File: config.mk
export PLATFORM = sky130hd
export DESIGN_NAME = mult_fu
export DESIGN_NICKNAME = d
export VERILOG_FILES = /design/src/rtl/mult_fu.sv
export SDC_FILE = /design/constraint.sdc
export NUM_CORES = 2
export LEC_CHECK = 0
export CORE_UTILIZATION = 45
export CTS_CLUSTER_SIZE = 24
export DETAILED_ROUTE_END_ITERATION = 6
export PLACE_DENSITY = 0.67
export SYNTH_ARGS = -nofsm -noshare
export SYNTH_HDL_FRONTEND = slang
export SYNTH_SLANG_ARGS = --single-unit
File: constraint.sdc
create_clock -name clock -period 9.9 [get_ports clock]
set_input_delay 2.97 -clock clock [delete_from_list [all_inputs] [get_ports clock]]
set_output_delay 2.97 -clock clock [all_outputs]
set_load 0.02 [all_outputs]
File: src/rtl/mult_fu.sv
// Pipelined RV32M multiply unit: one op per cycle in, NUM_STAGES lockstep stages,
// result held in the last stage until the CDB takes it.
module mult_fu #(
   parameter int NUM_STAGES    = 4,
   parameter int PRN_WIDTH     = 6,
   parameter int ROB_CNT_WIDTH = 5
) (
   input  logic                     clock,
   input  logic                     reset,
   input  logic                     squash,
   input  logic                     issue_valid,
   input  logic [1:0]               issue_func,
   input  logic [31:0]              issue_rs1,
   input  logic [31:0]              issue_rs2,
   input  logic [PRN_WIDTH-1:0]     issue_dest_prn,
   input  logic [ROB_CNT_WIDTH-1:0] issue_robn,
   input  logic                     cdb_avail,
   output logic                     issue_ready,
   output logic                     prepared,
   output logic [ROB_CNT_WIDTH-1:0] out_robn,
   output logic [PRN_WIDTH-1:0]     out_dest_prn,
   output logic [31:0]              out_result
);

   localparam int W = 64 / NUM_STAGES;

   typedef enum logic [1:0] {
      FUNC_MUL    = 2'b00,
      FUNC_MULH   = 2'b01,
      FUNC_MULHSU = 2'b10,
      FUNC_MULHU  = 2'b11
   } func_e;

   typedef struct packed {
      logic                     valid;
      func_e                    func;
      logic [63:0]              mcand;
      logic [63:0]              mplier;
      logic [63:0]              sum;
      logic [PRN_WIDTH-1:0]     dest_prn;
      logic [ROB_CNT_WIDTH-1:0] robn;
   } stage_t;

   stage_t pipe      [NUM_STAGES];
   stage_t pipe_next [NUM_STAGES];
   stage_t entry;
   logic   advance;

   // Contribution of multiplier slice k, already shifted into its final position.
   function automatic logic [63:0] partial(input logic [63:0] mcand,
                                           input logic [63:0] mplier,
                                           input int          k);
      logic [63:0] chunk;
      chunk        = '0;
      chunk[W-1:0] = mplier[k*W +: W];
      return (mcand * chunk) << (k * W);
   endfunction

   assign prepared    = pipe[NUM_STAGES-1].valid;
   assign advance     = ~prepared | cdb_avail;
   assign issue_ready = advance & ~squash;

   always_comb begin
      // NOTE: every always_comb output gets a full default first so no path can infer a latch.
      entry          = '0;
      entry.valid    = issue_valid & issue_ready;
      entry.func     = func_e'(issue_func);
      entry.dest_prn = issue_dest_prn;
      entry.robn     = issue_robn;
      entry.mcand    = (entry.func == FUNC_MULH || entry.func == FUNC_MULHSU)
                       ? {{32{issue_rs1[31]}}, issue_rs1} : {32'b0, issue_rs1};
      entry.mplier   = (entry.func == FUNC_MULH)
                       ? {{32{issue_rs2[31]}}, issue_rs2} : {32'b0, issue_rs2};
      entry.sum      = partial(entry.mcand, entry.mplier, 0);
   end

   always_comb begin
      pipe_next[0] = entry;
      for (int k = 1; k < NUM_STAGES; k++) begin
         pipe_next[k]     = pipe[k-1];
         pipe_next[k].sum = pipe[k-1].sum + partial(pipe[k-1].mcand, pipe[k-1].mplier, k);
      end
   end

   // Squash beats advance; a stalled pipe holds every stage, bubbles included.
   always_ff @(posedge clock) begin
      if (reset) begin
         // NOTE: the stage array is reset in full (not just valids) so outputs read 0 after reset.
         for (int k = 0; k < NUM_STAGES; k++) pipe[k] <= '0;
      end else if (squash) begin
         // NOTE: state is updated with non-blocking assignments so all stages shift off the same old values.
         for (int k = 0; k < NUM_STAGES; k++) pipe[k].valid <= 1'b0;
      end else if (advance) begin
         for (int k = 0; k < NUM_STAGES; k++) pipe[k] <= pipe_next[k];
      end
   end

   assign out_robn     = pipe[NUM_STAGES-1].robn;
   assign out_dest_prn = pipe[NUM_STAGES-1].dest_prn;
   assign out_result   = (pipe[NUM_STAGES-1].func == FUNC_MUL)
                         ? pipe[NUM_STAGES-1].sum[31:0] : pipe[NUM_STAGES-1].sum[63:32];

endmodule

==> results.toml <==
[critical_path]
cp-end-kind = "flop"
worst_r2r_startpoint = "pipe[0][93]$_DFFE_PP_"
cp_num_buf_inv = 5
critPathMaxStageDelay_ps = 840
worstPathRequired_ps = 10270
crit_top_cell = "fa_1"
rrSetupSlack_ps = 250
slowest_stage = "edfxtp_1"
critPathLaunchType = "flop"
crit_arrival_ps = 10020
worstReg2RegEnd = "pipe[1][74]$_SDFFCE_PP0P_"
path_depth = 32
crit_fanout = 10
crit_family = "adder cells"
ff2ff_path_depth = 32
critPathKind = "reg2reg"

[run_status]
status = "finished, violations left"
violations = "DRC"

[layout]
nets = 8433
reg_top3 = "pipe x412"
largest-register = "pipe"
fill_cells = 12900
final_cell_mix = "inv_1 (1337), fa_1 (1281), nand2_1 (841), and2_1 (628), edfxtp_1 (411)"
layout.cells.non_filler = 8635
area_growth_pct = 10.4
drive_gt1_share_pct = 6.30
final_util_pct = 50.3
largest_reg_flops = 412
layout_commonest_cell = "inv_1"

[grt]
grt_pass1_vias = 47900
grt_first_pass_wirelength_um = 267000
grt_max_degree = 154
antenna_found_initial = 1
grtUsageTotal_pct = 23.4
globalRoute.totalOverflow = 0

[synthesis]
avgSynthCellArea_um2 = 9.96
synth_ff_type = "edfxtp_1"
ys_types = 84
syn-instance-count = 6499
ys_ff_latch = 412
yosys_warnings = 0
synth_edf_count = 411
synthesis.nets = 8226
synth_seq_area_share_pct = 19.1
syn_area_mm2 = 0.0647
synthArstFlopShare_pct = 0

[clock_tree]
cts_sinks = 412
cts-root-buf = "clkbuf_16"
insertion_delay_ps = 630
cts_max_path_buffers = 3
cts_buffers = 46
cts_max_level = 2
tritoncts = "yes"
clk_pin_slew_worst_paths_ps = 60

[die]
start_util_pct = 45.6
die_width_um = 381
die_y_um = 381
core_region_area_mm2 = 0.142
num_rows = 138
io_pins = 127
die-area_mm2 = 0.145

[flow_run]
max_cap_violations = 0

[timing]
rsz0062_at_grt = "false"
worst-slew-pin-transition_ps = 1070
max_freq_ghz = 0.104
hold_violations = 0
min_period_over_period_pct = 97.5
min_period_ps = 9650
finalSetupViolCount = 0
clock-skew-final_ps = 25.2
drv_slew = 0
finalSetupTns_ps = 0
relSlewSlack_pct = 28.8
fin_ws_ps = 250

[detailed_routing]
wl_met3_um = 11100
drc = 2
via_count = 44600
drt-met1-wl_um = 71900
wirelength_um = 165000
drtIter0Drc = 3153
postRouteAntennaNets = 0
drt_pass1_iterations = 7
drt-wirelength-per-cell_um = 19.1
vias_per_cell = 5.17
dr.max_layer_used = "met4"
wl_met2_um = 77500

[place]
hpwl_um = 136000
port_buffers = 126
place_inst = 8544
place_congestion = 0.954
dp_slack_ps = -324

[worst_hold_path]
hold_path_depth = 1
hold_path.startpoint = "pipe[2][204]$_SDFFCE_PP0P_"
hold_end = "pipe[3][204]$_SDFFCE_PN0P_"
holdCritPathClass = "reg2reg"
[through the flow]
stage	hold slack, ps	area (um2)
6_report	513	71500
5_1_grt	525	71500
4_1_cts	516	71400
3_5_place_dp	503	69900
3_3_place_gp	499	69900
2_1_floorplan	491	64700
[metal layers]
metal	up-vias	global-route usage, %
li1	20300	-
met1	22700	32.5
met2	1334	38.1
met3	221	3.78
met4	0	5.96
met5	-	0
[layout make-up]
cell class	instances	area, um2	area share (%)
Sequential cell	412	12400	17.3
Antenna cell	1	2.50	0.00350
Clock inverter	34	354	0.496
Inverter	1337	5020	7.02
Tap cell	1890	2360	3.31
Multi-Input combinational cell	4500	46400	64.9
Clock buffer	52	1170	1.64
Timing Repair Buffer	409	3810	5.34
[cell usage after synthesis (8+ instances only)]
cell type / instances / area (um2)
a211o_1: 10 / 87.6
a211oi_1: 28 / 210
a21o_1: 97 / 728
a21oi_1: 189 / 946
a31oi_1: 32 / 200
and2_1: 628 / 3930
and3_1: 22 / 138
buf_4: 11 / 82.6
clkbuf_1: 232 / 871
edfxtp_1: 411 / 12300
fa_1: 1281 / 25600
ha_1: 364 / 4550
inv_1: 1337 / 5020
mux2_2: 32 / 360
nand2_1: 841 / 3160
nand2b_1: 25 / 156
nand3_1: 44 / 220
nand4_1: 22 / 138
nor2_1: 230 / 863
nor2b_1: 34 / 213
nor3_1: 38 / 190
o211ai_1: 15 / 113
o21a_1: 33 / 248
o21ai_0: 102 / 510
o21ai_1: 15 / 75.1
o21bai_1: 36 / 270
o31a_1: 8 / 70.1
o31ai_1: 8 / 60.1
or3_1: 9 / 56.3
xnor2_1: 167 / 1460
xor2_1: 83 / 727
[what timing repair did]
| action | CTS | global route |
|---|---|---|
| setup endpoints to repair | 0 | 3 |
| setup buffers | 0 | 4 |
| hold buffers | 0 | 0 |
| resized for setup | 0 | 2 |
[worst register-to-register path: cells and delay by family (launching register included)]
kind	cells	cell delay (ps)
compound gates	14	3410
xor+xnor	3	820
fa+ha+maj	8	3510
buf+inv	5	670
flops	1	840
simple gates	2	130
[how the worst max path moves through the flow]
stage	from	to	slack, ps
5_1_grt	issue_func[1]	pipe[0][64]$_DFFE_PP_	6
6_report	pipe[0][93]$_DFFE_PP_	pipe[1][74]$_SDFFCE_PP0P_	250
3_5_place_dp	issue_func[1]	pipe[0][62]$_DFFE_PP_	-320
4_1_cts	issue_func[1]	pipe[0][62]$_DFFE_PP_	330
3_3_place_gp	issue_func[1]	pipe[0][62]$_DFFE_PP_	-310
2_1_floorplan	issue_func[1]	pipe[0][64]$_DFFE_PP_	610
[cell families (layout without fill, tap and decap cells)]
family,after synthesis,count (layout),synth area share (%)
AOI/OAI and AO/OA,646,646,6.60
xor gates and xnor gates,250,250,3.38
adders and majority gates,1645,1645,46.7
buffers and inverters,1587,1832,9.32
DFF,412,412,19.1
muxes,34,34,0.588
other,0,1,0
and+or+nand+nor,1925,1925,14.4
Power is left out: the tool's default activity adds up to more than one toggle a clock period on the data nets, which glitch-free logic cannot reach.
